`src/rtl/orb_pkg.sv`:
```
// rtl/orb_pkg.sv - shared orbital-word constants and serializer FSM states
package orb_pkg;

  localparam int ORB_WORD_W = 12;
  localparam int ORB_ADDR_W = 11;
  localparam int ORB_DEPTH  = 2048;

  typedef enum logic [1:0] {
    IDLE,
    READ,
    WAITD,
    SHIFT
  } orb_state_e;

endpackage

```
`src/rtl/orb_sync_edge.sv`:
```
// rtl/orb_sync_edge.sv - 2-flop synchronizer with change detect on the synchronized level
module orb_sync_edge (
  input  logic clk,
  input  logic rst_n,
  input  logic i_async,
  output logic o_change
);

  logic r_meta;
  logic r_sync;
  logic r_prev;

  always_ff @(posedge clk or negedge rst_n) begin
    if (!rst_n) begin
      r_meta <= 1'b0;
      r_sync <= 1'b0;
      r_prev <= 1'b0;
    end else begin
      r_meta <= i_async;
      r_sync <= r_meta;
      r_prev <= r_sync;
    end
  end

  assign o_change = r_sync ^ r_prev;

endmodule

```
`src/rtl/orb_word_serializer.sv`:
```
// rtl/orb_word_serializer.sv - fetches orbital words from RAM and shifts them out MSB-first
module orb_word_serializer
  import orb_pkg::*;
#(
  parameter int CLK_DIV = 4,
  parameter int WORD_W  = ORB_WORD_W,
  parameter int ADDR_W  = ORB_ADDR_W
) (
  input  logic              clk,
  input  logic              rst,
  input  logic              req,
  input  logic              SW,
  input  logic [WORD_W-1:0] rdData,
  output logic [ADDR_W-1:0] RdAddr,
  output logic              RE,
  output logic              sOut,
  output logic              busy,
  output logic              frameStart,
  output logic              errOvr
);

  localparam int              DIV_W    = $clog2(CLK_DIV);
  localparam logic [DIV_W-1:0] DIV_LAST = DIV_W'(CLK_DIV - 1);
  localparam logic [3:0]       BIT_LAST = 4'(WORD_W - 1);

  orb_state_e        r_state;
  logic [ADDR_W-1:0] r_addr;
  logic [WORD_W-1:0] r_shift;
  logic [DIV_W-1:0]  r_div;
  logic [3:0]        r_bit;
  logic              r_re;
  logic              r_busy;
  logic              r_frame;
  logic              r_err;
  logic              r_restart;
  logic              w_sw_change;

  orb_sync_edge u_sw_sync (
    .clk      (clk),
    .rst_n    (rst),
    .i_async  (SW),
    .o_change (w_sw_change)
  );

  always_ff @(posedge clk or negedge rst) begin
    if (!rst) begin
      r_state   <= IDLE;
      r_addr    <= '0;
      r_shift   <= '0;
      r_div     <= '0;
      r_bit     <= '0;
      r_re      <= 1'b0;
      r_busy    <= 1'b0;
      r_frame   <= 1'b0;
      r_err     <= 1'b0;
      r_restart <= 1'b0;
    end else begin
      r_re    <= 1'b0;
      r_frame <= 1'b0;
      r_err   <= req && (r_state != IDLE);
      case (r_state)
        IDLE: begin
          if (r_restart) begin
            r_restart <= 1'b0;
            r_addr    <= '0;
          end
          if (req) begin
            r_state <= READ;
            r_re    <= 1'b1;
            r_busy  <= 1'b1;
          end
        end
        READ: r_state <= WAITD;
        WAITD: begin
          r_shift <= rdData;
          r_div   <= '0;
          r_bit   <= '0;
          r_frame <= (r_addr == '0);
          r_state <= SHIFT;
        end
        SHIFT: begin
          if (r_div == DIV_LAST) begin
            r_div <= '0;
            // Clearing the shift register on the last bit is what returns sOut low.
            if (r_bit == BIT_LAST) begin
              r_shift <= '0;
              r_addr  <= r_addr + 1'b1;
              r_busy  <= 1'b0;
              r_state <= IDLE;
            end else begin
              r_shift <= {r_shift[WORD_W-2:0], 1'b0};
              r_bit   <= r_bit + 1'b1;
            end
          end else begin
            r_div <= r_div + 1'b1;
          end
        end
        default: r_state <= IDLE;
      endcase
      // A page switch seen mid-word is held until the next IDLE cycle.
      if (w_sw_change) r_restart <= 1'b1;
    end
  end

  assign RdAddr     = r_addr;
  assign RE         = r_re;
  assign sOut       = r_shift[WORD_W-1];
  assign busy       = r_busy;
  assign frameStart = r_frame;
  assign errOvr     = r_err;

endmodule

```
`config.mk`:
```
export PLATFORM = sky130hd
export DESIGN_NAME = orb_word_serializer
export DESIGN_NICKNAME = d
export VERILOG_FILES = /design/src/rtl/orb_pkg.sv /design/src/rtl/orb_sync_edge.sv /design/src/rtl/orb_word_serializer.sv
export SDC_FILE = /design/constraint.sdc
export NUM_CORES = 1
export LEC_CHECK = 0
export ABC_AREA = 1
export CAP_MARGIN = 20
export CELL_PAD_IN_SITES_DETAIL_PLACEMENT = 1
export CELL_PAD_IN_SITES_GLOBAL_PLACEMENT = 1
export CORE_ASPECT_RATIO = 0.9
export CORE_UTILIZATION = 30
export CTS_BUF_LIST = sky130_fd_sc_hd__clkbuf_16
export DETAILED_ROUTE_END_ITERATION = 10
export PLACE_DENSITY_LB_ADDON = 0.12
export SYNTH_ARGS = -nofsm -noshare
export SYNTH_HDL_FRONTEND = slang
export SYNTH_SLANG_ARGS = --single-unit
```
`constraint.sdc`:
```
create_clock -name clk -period 3.9 [get_ports clk]
set_input_delay 0.78 -clock clk [delete_from_list [all_inputs] [get_ports clk]]
set_output_delay 0.78 -clock clk [all_outputs]
set_load 0.02 [all_outputs]
```
==> out/results.ini, run 1 <==
[cts]
clock-sinks = 39
postCtsSetupRepairBufs = 0
cts_tree = yes
cts_max_level = 2
cts_made_buffers = 5
cts_resized = 0
root_buffer = clkbuf_16
ctsHoldBuffers = 0
cts_buffer_depth = 2
cts.clk_slew.worst_paths_ns = 0.06
clock_latency_ns = 0.28

[job]
maxCapViolCount = 0

[worst_setup_path]
r2r_setup_slack_ns = 1.61
ff2ff_path_depth = 7
startpoint_type = flop
arrival_ns = 2.47
reg2reg_from = r_state[1]$_DFFE_PN0P_
cp_max_fo = 17
cp-end-kind = flop
rr_endpoint = RdAddr[7]$_DFFE_PN0P_
criticalPathCategory = reg2reg
worstPathRequired_ns = 4.08

[placed_design]
routabilityCongestion = 0.737
dp_hpwl_um = 3410
portBuffers = 31
place_ws_ns = 1.65
placedInstanceArea_um2 = 2400

[min_path]
min-delay-start = u_sw_sync.r_meta$_DFF_PN0_
min_path_type = reg2reg
whs_endpoint = u_sw_sync.r_sync$_DFF_PN0_
whs_path_depth = 0

[yosys]
yosys_warnings = 0
synth_top_cell_area_share_pct = 47.9
syn_nets = 256
yosysUniqueCellTypes = 31
synth_area_leader_cell = dfrtp_1
synth_edf_count = 0
synthCells = 233
ys_seq_area_share_pct = 47.9
synthesis.area_um2 = 2040
synth_ff_type = dfrtp_1
ys_ff_latch = 39
synth_area_leaders = dfrtp_1, nand2_1, nand3_1
synth_area_per_cell_um2 = 8.75
ys_async_sr_fraction_pct = 100

[detailed_routing]
drt_iter0_markers = 82
drc = 0
wl_per_cell_um = 13.5
first_pass_iters = 4
via_count = 1657
final_antenna_net_count = 0
drt_wl_total_um = 4820
viasPerCell = 4.65

[global_route]
grt_usage_pct = 15.4
grt_max_degree = 40
antenna_found_initial = 0
grt.overflow.total = 0
grt_pass1_vias = 1661
grt_pass1_wl_um = 8200

[floorplan]
dieArea_um2 = 7130
start_util_pct = 30.9
ios = 32
die_w_um = 88.9
coreArea_um2 = 6590
rows = 28
die_y_um = 80.2

[power]
finalPower_mw = 0.843
ir_drop_v = 0.000146
p_per_area_nw_per_um2 = 332
leakagePower_nw = 1.11

[sta]
slew_viol_final = 0
hold_viol_final = 0
fin_crit_ns = 2.29
worst_pin_slew_ns = 0.913
setup_tns_ns = 0
fin_crit_sh_pct = 58.6
fmax_mhz = 438
rsz0062_at_grt = no
timing.slew.headroom_pct = 39.1
whs_ns = 0.348
skew_ns = 0.00385
worst_slack_ns = 1.61
finalSetupViolations = 0

[final_layout]
final_area_um2 = 2540
synthToLayoutAreaGrowth_pct = 24.6
layout.nets = 288
final_cell_mix = nand2_1, dfrtp_1, clkdlybuf4s50_1
final_common_cell = nand2_1
n_fill_cell = 796
antenna_cells = 0
drive_gt1_share_pct = 11.3

[status]
outcome = finished clean

synthesized netlist by cell type, types with 2 or more instances:
library cell	n
a21oi_1	11
a21oi_2	5
buf_4	2
buf_6	3
dfrtp_1	39
ha_1	7
inv_1	20
inv_2	5
nand2_1	51
nand2_4	2
nand3_1	21
nand4_1	10
nor2_1	18
nor2_4	3
o21ai_0	18
xnor2_1	2
xor2_1	2
critical path, stage by stage, from the launching register on:
cell and delay (ns):
dfrtp_1 0.37, ha_1 0.74, inv_6 0.20, nand2_4 0.13, nand3_4 0.07, nor2_4 0.33
inv_2 0.12, o21ai_0 0.23
through the flow:
stage | util (%) | std cells
after floorplan | - | 233
after global placement | 36.5 | 348
after detailed placement | 36.5 | 348
after CTS | 38.6 | 356
after global routing | 38.6 | 356
final | 38.6 | 356
metal layers:
layer / share of wire [%] / vias up / track usage, %
li1: - / 828 / -
met1: 49 / 798 / 20.2
met2: 46 / 27 / 24.4
met3: 3.6 / 4 / 5.04
met4: 0.81 / 0 / 3.87
met5: 0 / - / 0
flip-flops by register name, summed over array words and instances (netlist names):
register / count
u_sw_sync.r_meta: 1
errOvr: 1
r_restart: 1
frameStart: 1
r_bit: 4
r_state: 2
r_div: 2
r_shift: 12
busy: 1
RE: 1
RdAddr: 11
u_sw_sync.r_sync: 1
u_sw_sync.r_prev: 1
logic make-up (layout without fill, tap and decap cells):
kind of cell    count (synthesis)  after routing  share of synthesized area (%)
compound gates                 40             40                           11.7
xor+xnor                        4              4                           1.72
fa+ha+maj                       7              7                           4.30
buf+inv                        32             65                           7.67
flops                          39             39                           47.9
simple gates                  111            111                           26.7
worst max-delay path by stage:
stage / startpoint / end / depth (start not counted)
6_report: r_state[1]$_DFFE_PN0P_ / RdAddr[7]$_DFFE_PN0P_ / 7
2_1_floorplan: r_state[1]$_DFFE_PN0P_ / r_shift[3]$_DFFE_PN0P_ / 9
4_1_cts: r_state[1]$_DFFE_PN0P_ / RdAddr[7]$_DFFE_PN0P_ / 7
3_3_place_gp: r_state[0]$_DFFE_PN0P_ / RdAddr[7]$_DFFE_PN0P_ / 8
5_1_grt: r_state[0]$_DFFE_PN0P_ / RdAddr[7]$_DFFE_PN0P_ / 7
3_5_place_dp: r_state[1]$_DFFE_PN0P_ / r_state[0]$_DFFE_PN0P_ / 6
report_power, final:
group          total [mW]  switching (mW)  leakage (nW)  internal, mW
Sequential          0.411         0.00164         0.514         0.409
Combinational      0.0458          0.0255         0.517        0.0203
Clock               0.386           0.155        0.0762         0.231
cell type report:
type	count	area (um^2)	share of cell area (%)
flip-flops and latches	39	976	38.4
clock buffers	5	125	4.93
repair buffers	31	305	12.0
inverters	26	103	4.04
well taps	90	113	4.43
clock inverters	3	12.5	0.493
multi-input cells	162	906	35.7
(Power assumes the default switching activity.)
==> run 2: changes to the inputs <==
clock period = 2.1 ns   (was 3.9 ns; I/O delays follow)
==> run 2 against run 1 <==
  * Clock-buffer cell count stayed put
  * Clock power is 88% higher
  * Flip-flop and latch count stayed put
  * Wire length is 0.17% lower
  * Fmax is 24% higher
  * Final cell count is 1.1% higher
  * Design area is 1.3% higher
  * Critical path depth is 1 higher
==> out/results.ini, run 2 (synthesized netlist as in run 1, its figures left out) <==
[power]
power.switching_mw = 0.342  ; +88%
ir_drop_v = 0.000241  ; +66%
p_per_area_nw_per_um2 = 612  ; +84%
p_sw_share_pct = 21.7  ; +0.095 points
pwr-share-comb_pct = 5.4  ; about the same
power.internal_mw = 1.23  ; +87%
seqPwrFrac_pct = 48.5  ; -0.2 points
leakagePower_nw = 1.12  ; +1.6%
power_frac_clock_pct = 46.1  ; +0.3 points

[detailed_routing]
drt_iter0_markers = 51  ; -38%
via_count = 1668  ; +0.66%
final_antenna_net_count = 0  ; unchanged
wl_per_cell_um = 13.4  ; -1.3%
first_pass_iters = 3  ; -1
drt_wl_total_um = 4810  ; -0.17%
drc = 0  ; unchanged
viasPerCell = 4.63  ; -0.45%

[placed_design]
portBuffers = 31  ; unchanged
placedInstanceArea_um2 = 2430  ; +1.3%
dp_hpwl_um = 3480  ; +2.1%
routabilityCongestion = 0.757  ; +2.6%

[global_route]
grt_pass1_wl_um = 7830  ; -4.5%
grt_max_degree = 40  ; unchanged
grt.overflow.total = 0  ; unchanged
grt_pass1_vias = 1645  ; -0.96%
grt_usage_pct = 14.8  ; -0.64 points
antenna_found_initial = 0  ; unchanged

[cts]
ctsHoldBuffers = 0  ; unchanged
cts_tree = yes
postCtsSetupRepairBufs = 0  ; unchanged
cts_resized = 0  ; unchanged
cts.clk_slew.worst_paths_ns = 0.06  ; about the same
clock_latency_ns = 0.27  ; about the same
cts_made_buffers = 5  ; unchanged
root_buffer = clkbuf_16
cts_max_level = 2  ; unchanged
clock-sinks = 39  ; unchanged
cts_buffer_depth = 2  ; unchanged

[final_layout]
antenna_cells = 0  ; unchanged
drive_gt1_share_pct = 12.6  ; +1.3 points
n_fill_cell = 829  ; +4.1%
multi_input_area_um2 = 906  ; unchanged
top_register = r_shift
final_common_cell = nand2_1
final_cell_mix = nand2_1, dfrtp_1, clkdlybuf4s50_1
final_area_um2 = 2570  ; +1.3%
synthToLayoutAreaGrowth_pct = 26.3
layout.nets = 292  ; +1.4%
largest_reg_flops = 12  ; unchanged
register_area_um2 = 976  ; unchanged
fin_util_pct = 39.1  ; +0.51 points

[sta]
fmax_mhz = 544  ; +24%
setup_tns_ns = 0  ; unchanged
slew_viol_final = 0  ; unchanged
timing.slew.headroom_pct = 65.5  ; +26 points
hold_viol_final = 0  ; unchanged
worst_pin_slew_ns = 0.517  ; -0.396 ns
fin_crit_sh_pct = 87.5  ; +29 points
skew_ns = 0.00196  ; -0.00189 ns
finalSetupViolations = 0  ; unchanged
rsz0062_at_grt = no
fin_crit_ns = 1.84  ; -0.448 ns

[floorplan]
coreArea_um2 = 6590  ; unchanged
start_util_pct = 30.9  ; unchanged
die_y_um = 80.2  ; unchanged
dieArea_um2 = 7130  ; unchanged
ios = 32  ; unchanged
die_w_um = 88.9  ; unchanged
rows = 28  ; unchanged

[worst_setup_path]
cp-end-kind = flop
criticalPathCategory = reg2reg
startpoint_type = flop
r2r_setup_slack_ns = 0.26  ; -1.35 ns
reg2reg_from = r_state[1]$_DFFE_PN0P_
rr_endpoint = RdAddr[7]$_DFFE_PN0P_
ff2ff_path_depth = 8  ; +1
arrival_ns = 2.00  ; -0.47 ns
worstPathRequired_ns = 2.26  ; -1.82 ns
cp_max_fo = 17  ; unchanged

[job]
maxCapViolCount = 0  ; unchanged

[min_path]
min_path_type = in2async

[status]
outcome = finished clean

==> run 2: cell count changes in the layout (fill, tap and decap cells not counted) <==
cell      before  now
clkinv_2       1    0
clkinv_4       0    1
buf_4          0    4
inv_1         22   21
clkinv_1       0    1
==> run 2: worst max path at each step <==
stage                                        end  cells past startpoint  slack (ns)                   start
final                      RdAddr[7]$_DFFE_PN0P_                      8        0.26  r_state[1]$_DFFE_PN0P_
after global routing       RdAddr[7]$_DFFE_PN0P_                      8        0.12  r_state[1]$_DFFE_PN0P_
after CTS                  RdAddr[7]$_DFFE_PN0P_                      8        0.22  r_state[1]$_DFFE_PN0P_
after detailed placement   RdAddr[7]$_DFFE_PN0P_                      8        0.23  r_state[1]$_DFFE_PN0P_
after global placement     RdAddr[8]$_DFFE_PN0P_                      8        0.29  r_state[1]$_DFFE_PN0P_
after floorplan           r_shift[3]$_DFFE_PN0P_                      9        0.66  r_state[1]$_DFFE_PN0P_
==> run 2: critical path, stage by stage, from the launching register on <==
cell	delay, ns
dfrtp_1	0.36
ha_1	0.45
inv_6	0.16
nand2_4	0.11
nand3_4	0.06
nor2_4	0.31
inv_2	0.11
nand2_1	0.07
o21ai_0	0.07
==> run 2: metrics by stage <==
| step | std cells | total power, mW | worst slack, ns | hold WS (ns) |
|---|---|---|---|---|
| after CTS | 360 | 1.61 | 0.220 | 0.225 |
| after detailed placement | 352 | 0.864 | 0.232 | 0.343 |
| after floorplan | 233 | 0.809 | 0.664 | 0.124 |
| final | 360 | 1.57 | 0.263 | 0.191 |
| after global placement | 352 | 0.864 | 0.289 | 0.334 |
| after global routing | 360 | 1.65 | 0.120 | 0.251 |
==> run 2: layer usage <==
metal	vias up	wire length, um	track usage, %
li1	840	-	-
met1	801	2410	18.5
met2	23	2230	25.4
met3	4	148	3.29
met4	0	28	3.87
met5	-	0	0
==> run 2: power groups by stage <==
stage / registers (mW) / clock network [mW] / logic, mW
floorplan: 0.779 / 0 / 0.0306
global placement: 0.776 / 0 / 0.0875
detailed placement: 0.777 / 0 / 0.0877
CTS: 0.763 / 0.754 / 0.0886
global route: 0.763 / 0.787 / 0.0961
finish: 0.763 / 0.726 / 0.0855
==> run 2: cell type report <==
cell class / count / share of cell area (%)
Timing Repair Buffer: 35 / 13.0
Multi-Input combinational cell: 162 / 35.2
Inverter: 26 / 3.99
Clock inverter: 3 / 0.632
Clock buffer: 5 / 4.86
Sequential cell: 39 / 37.9
Tap cell: 90 / 4.38
